==> src/rtl/counter_event_logger.sv <==
// Event logger for a free-running counter: timestamps overflow/capture events into a
// small FIFO with a running wrap count, drained over a valid/ready stream.
module counter_event_logger #(
    parameter int unsigned CNT_W  = 8,
    parameter int unsigned WRAP_W = 8,
    parameter int unsigned DEPTH  = 8,
    parameter int unsigned DROP_W = 8
) (
    input  logic                       clk,
    input  logic                       rst,
    input  logic [CNT_W-1:0]           count_value_i,
    input  logic                       overflow_i,
    input  logic                       capture_i,
    input  logic                       clear_i,
    output logic [2+WRAP_W+CNT_W-1:0]  data_o,
    output logic                       valid_o,
    input  logic                       ready_i,
    output logic [$clog2(DEPTH):0]     level_o,
    output logic                       full_o,
    output logic [DROP_W-1:0]          drop_cnt_o,
    output logic [WRAP_W-1:0]          wrap_cnt_o
);

    localparam int unsigned EW = 2 + WRAP_W + CNT_W;
    localparam int unsigned AW = $clog2(DEPTH);
    localparam int unsigned PW = AW + 1;

    logic [EW-1:0]     r_mem [DEPTH];
    logic [PW-1:0]     r_rd_ptr;
    logic [PW-1:0]     r_wr_ptr;
    logic [PW-1:0]     r_level;
    logic              r_full;
    logic              r_valid;
    logic [EW-1:0]     r_head;
    logic [WRAP_W-1:0] r_wrap;
    logic [DROP_W-1:0] r_drop;

    logic              w_event;
    logic              w_pop;
    logic              w_push;
    logic              w_drop;
    logic [WRAP_W-1:0] w_wrap_nxt;
    logic [DROP_W-1:0] w_drop_nxt;
    logic [EW-1:0]     w_entry;
    logic [PW-1:0]     w_rd_nxt;
    logic [PW-1:0]     w_wr_nxt;
    logic [PW-1:0]     w_level_nxt;
    logic [EW-1:0]     w_head_nxt;

    // Push/pop/drop decisions and next-state values
    always_comb begin
        w_event     = overflow_i | capture_i;
        w_pop       = r_valid & ready_i;
        w_push      = w_event & (~r_full | w_pop);
        w_drop      = w_event & r_full & ~w_pop;
        w_wrap_nxt  = (overflow_i && (r_wrap != '1)) ? r_wrap + WRAP_W'(1) : r_wrap;
        w_drop_nxt  = (w_drop && (r_drop != '1)) ? r_drop + DROP_W'(1) : r_drop;
        w_entry     = {overflow_i, capture_i, w_wrap_nxt, count_value_i};
        w_rd_nxt    = r_rd_ptr + PW'(w_pop);
        w_wr_nxt    = r_wr_ptr + PW'(w_push);
        w_level_nxt = w_wr_nxt - w_rd_nxt;
        w_head_nxt  = '0;
        // A push landing in the slot that becomes the head must bypass the memory
        if (w_level_nxt != '0) begin
            if (w_push && (w_rd_nxt[AW-1:0] == r_wr_ptr[AW-1:0])) begin
                w_head_nxt = w_entry;
            end else begin
                w_head_nxt = r_mem[w_rd_nxt[AW-1:0]];
            end
        end
    end

    always_ff @(posedge clk) begin
        if (w_push && !clear_i) begin
            r_mem[r_wr_ptr[AW-1:0]] <= w_entry;
        end
    end

    always_ff @(posedge clk or posedge rst) begin
        if (rst) begin
            r_rd_ptr <= '0;
            r_wr_ptr <= '0;
            r_level  <= '0;
            r_full   <= 1'b0;
            r_valid  <= 1'b0;
            r_head   <= '0;
            r_wrap   <= '0;
            r_drop   <= '0;
        end else if (clear_i) begin
            r_rd_ptr <= '0;
            r_wr_ptr <= '0;
            r_level  <= '0;
            r_full   <= 1'b0;
            r_valid  <= 1'b0;
            r_head   <= '0;
            r_wrap   <= '0;
            r_drop   <= '0;
        end else begin
            r_rd_ptr <= w_rd_nxt;
            r_wr_ptr <= w_wr_nxt;
            r_level  <= w_level_nxt;
            r_full   <= (w_level_nxt == PW'(DEPTH));
            r_valid  <= (w_level_nxt != '0);
            r_head   <= w_head_nxt;
            r_wrap   <= w_wrap_nxt;
            r_drop   <= w_drop_nxt;
        end
    end

    assign data_o     = r_head;
    assign valid_o    = r_valid;
    assign level_o    = r_level;
    assign full_o     = r_full;
    assign drop_cnt_o = r_drop;
    assign wrap_cnt_o = r_wrap;

endmodule

==> config.mk <==
export PLATFORM = sky130hd
export DESIGN_NAME = counter_event_logger
export DESIGN_NICKNAME = d
export VERILOG_FILES = /design/src/rtl/counter_event_logger.sv
export SDC_FILE = /design/constraint.sdc
export NUM_CORES = 1
export LEC_CHECK = 0
export ABC_AREA = 0
export BUFFER_PORTS_ARGS = -buffer_cell sky130_fd_sc_hd__clkbuf_2
export CORE_MARGIN = 1
export CORE_UTILIZATION = 60
export CTS_CLUSTER_DIAMETER = 100
export CTS_CLUSTER_SIZE = 30
export DETAILED_ROUTE_END_ITERATION = 12
export GPL_ROUTABILITY_DRIVEN = 0
export PLACE_DENSITY = 0.78
export SYNTH_ARGS = -nofsm -noshare
export SYNTH_HDL_FRONTEND = slang
export SYNTH_SLANG_ARGS = --single-unit
==> constraint.sdc <==
create_clock -name clk -period 4.15 [get_ports clk]
set_input_delay 0.2075 -clock clk [delete_from_list [all_inputs] [get_ports clk]]
set_output_delay 0.2075 -clock clk [all_outputs]
set_load 0.1 [all_outputs]
==> results.py <==
metrics = {
    "status": {
        "status": "completed",
    },
    "sta": {
        "fmax_mhz": 266.4,
        "rsz0062_at_grt": "no",
        "clock_skew_ns": 0.007521,
        "finalSetupViolCount": 0,
        "finalSetupTns_ns": 0,
        "period_minus_slack_ns": 3.753,
        "drv_slew": 0,
        "worst_pin_slew_ns": 1.066,
        "finalCritPeriodShare_pct": 90.44,
        "maxSlewHeadroom_pct": 28.83,
        "hold_viol": 0,
    },
    "synthesis": {
        "synthFlopType": "edfxtp_1",
        "synth_edf_count": 144,
        "synth_top_area_share_pct": 54.86,
        "async_reset_ff_share_pct": 25.00,
        "syn_inst": 434,
        "synth_fp_nets": 458,
        "yosysUniqueCellTypes": 45,
        "synth_area_per_cell_um2": 18.16,
        "yosysSeqAreaShare_pct": 70.10,
        "yosys.area_share.adder_pct": 1.683,
        "ys_ff_latch": 192,
        "ys.warnings.count": 0,
        "synth_top_family_by_area": "multiplexers",
        "synth_compound_area_share_pct": 3.905,
        "synth_xor_area_share_pct": 2.444,
        "yosys-top-cells-count": "edfxtp_1, dfrtp_1, nor2_1",
        "syn_area_um2": 7883,
        "yosys.area.top_type": "edfxtp_1",
        "yosys.area_share.simple_pct": 6.111,
        "synthMuxAreaShare_pct": 13.52,
        "synth_area_leaders": "edfxtp_1, dfrtp_1, mux4_2",
        "yosys.cell_count.top_type": "edfxtp_1",
    },
    "routing": {
        "route.detailed.drc": 0,
        "routed_wl_mm": 15.12,
        "viasPerCell": 6.114,
        "drt_first_pass_iters": 4,
        "drt_iter0_drc": 313,
        "wl_per_cell_um": 22.10,
        "drtAntennaViolNets": 0,
        "num_vias": 4182,
    },
    "die": {
        "io_pins": 54,
        "initial_utilization_pct": 61.96,
        "core-area_um2": 12720,
        "chipWidth_um": 116.6,
        "die_h_um": 116.6,
        "die_area_um2": 13600,
        "rows": 41,
    },
    "cts": {
        "cts_buffer_depth": 2,
        "cts.sinks": 192,
        "ctsHoldBuffers": 0,
        "cts.clk_slew.worst_paths_ns": 0.07,
        "htree_num_levels": 4,
        "cts_tree": "built",
        "postCtsSetupRepairBufs": 0,
        "cts-root-buf": "clkbuf_16",
        "post_cts_resize_count": 0,
        "cts_made_buffers": 17,
        "clk_latency_ns": 0.43,
    },
    "final_layout": {
        "num-fill-cells": 823,
        "area_growth_pct": 14.21,
        "stdcell_area_um2": 9002,
        "ff_latch_area_um2": 5525,
        "multi_input_area_um2": 2228,
        "fin_nets": 523,
        "fin_util_pct": 70.76,
        "drive_above_1_share_pct": 32.42,
        "diodes": 0,
        "instances_no_fill": 684,
    },
    "global_routing": {
        "grt_overflow": 0,
        "grt.total_usage_pct": 24.91,
        "antenna_found_initial": 0,
        "grt_pass1_vias": 4308,
        "grt_pass1_wl_mm": 23.77,
        "grt_start_max_net_pins": 49,
    },
    "place": {
        "dp_cells": 652,
        "io_buffers": 53,
        "place_area_um2": 8381,
        "dp_hpwl_mm": 8.837,
    },
    "min_path": {
        "hold_path_class": "primary input to async pin",
    },
    "critical_path": {
        "r2r_cells": 13,
        "worstSetupPathType": "flop to flop",
        "cp.required_ns": 4.42,
        "arrival_ns": 4.02,
        "end_kind": "flop",
        "startpoint_type": "flop",
        "crit_fanout": 19,
    },
    "pwr": {
        "irDropWorstVdd_v": 0.0004027,
        "leakage_uw": 0.003440,
        "power_per_cell_area_nw_per_um2": 678.9,
        "p_total_uw": 6112,
    },
    "run": {
        "drv_cap": 0,
    },
}
-- layer usage --
layer	GRT usage [%]	vias up	wire [um]
met4	10.63	0	295
met5	0	-	0
met2	40.55	149	7655
met3	5.034	27	914
met1	33.16	2181	6253
li1	-	1825	-
-- kinds of logic after synthesis --
group / count (synthesis)
flip-flops: 192
AND/OR/NAND/NOR: 92
multiplexers: 60
AO/OA/AOI/OAI: 31
buffers and inverters: 30
XOR/XNOR: 19
adder cells (fa/ha/maj): 10
-- cell usage in the layout, fill, tap and decap left out, drive strengths merged, types with 2 or more instances in the layout --
master	Yosys	layout
nor2b	10	10
clkinvlp	0	2
inv	7	10
nand2	6	6
a21bo	2	2
a21oi	3	3
xor2	13	13
ha	9	9
o21ai	4	4
nor3	6	6
bufinv	0	3
dfrtp	48	48
xnor2	6	6
a2111oi	17	17
mux2i	22	22
and3	4	4
clkinv	0	4
buf	14	16
nand4	8	8
edfxtp	144	144
and3b	2	2
clkbuf	9	73
nor2	42	42
nand3	4	4
mux2	2	2
nor3b	4	4
mux4	36	36
-- critical path, cell delays in order (launching register included) --
cell and delay [ns]:
dfrtp_1 0.41, a21bo_2 0.24, o21ai_0 0.19, inv_1 0.14, ha_1 0.26, ha_1 0.32
inv_1 0.08, fa_1 0.42, xor2_1 0.19, and3_1 0.22, or3b_2 0.49, mux2i_4 0.16
buf_4 0.35, a2111oi_0 0.14
-- power breakdown --
group	switching [uW]	leakage, uW	total [uW]	internal (uW)
registers	82.2	0.00200	2350	2260
logic	1440	0.00114	2070	637
clock network	692	0.000303	1690	999
-- path summary, 6_finish.rpt --
kind / from / endpoint / slack [ns]
hold reg to reg: r_rd_ptr[3]$_DFF_PP0_ / r_rd_ptr[3]$_DFF_PP0_ / 0.58
max in group asynchronous: rst / data_o[2]$_DFF_PP0_ / 3.46
setup / recovery: valid_o$_DFF_PP0_ / data_o[4]$_DFF_PP0_ / 0.40
setup reg to reg: valid_o$_DFF_PP0_ / data_o[4]$_DFF_PP0_ / 0.40
min in group clk: count_value_i[1] / r_mem[0][1]$_DFFE_PP_ / 0.07
hold / removal: rst / wrap_cnt_o[5]$_DFF_PP0_ / 0.02
-- layout make-up --
class / instances / share of cell area, %
tap: 172 / 2.391
clock inverter: 12 / 1.723
clock buffer: 20 / 5.184
sequential: 192 / 61.38
timing repair buffer: 69 / 4.281
multi-input combinational: 212 / 24.75
inverter: 7 / 0.2919
-- metrics by stage --
step	setup slack, ns	hold WS, ns
2_1_floorplan	0.2529	0.3064
3_3_place_gp	0.6572	0.4966
3_5_place_dp	0.4637	0.5139
4_1_cts	0.4133	0.05225
5_1_grt	0.2517	0.07259
6_report	0.3967	0.02278
-- sequential cells by signal (all words and copies together) (netlist names) --
signal	flops
r_rd_ptr	4
wrap_cnt_o	8
r_wr_ptr	4
full_o	1
valid_o	1
data_o	18
drop_cnt_o	8
level_o	4
r_mem	144
(Power assumes the default switching activity.)
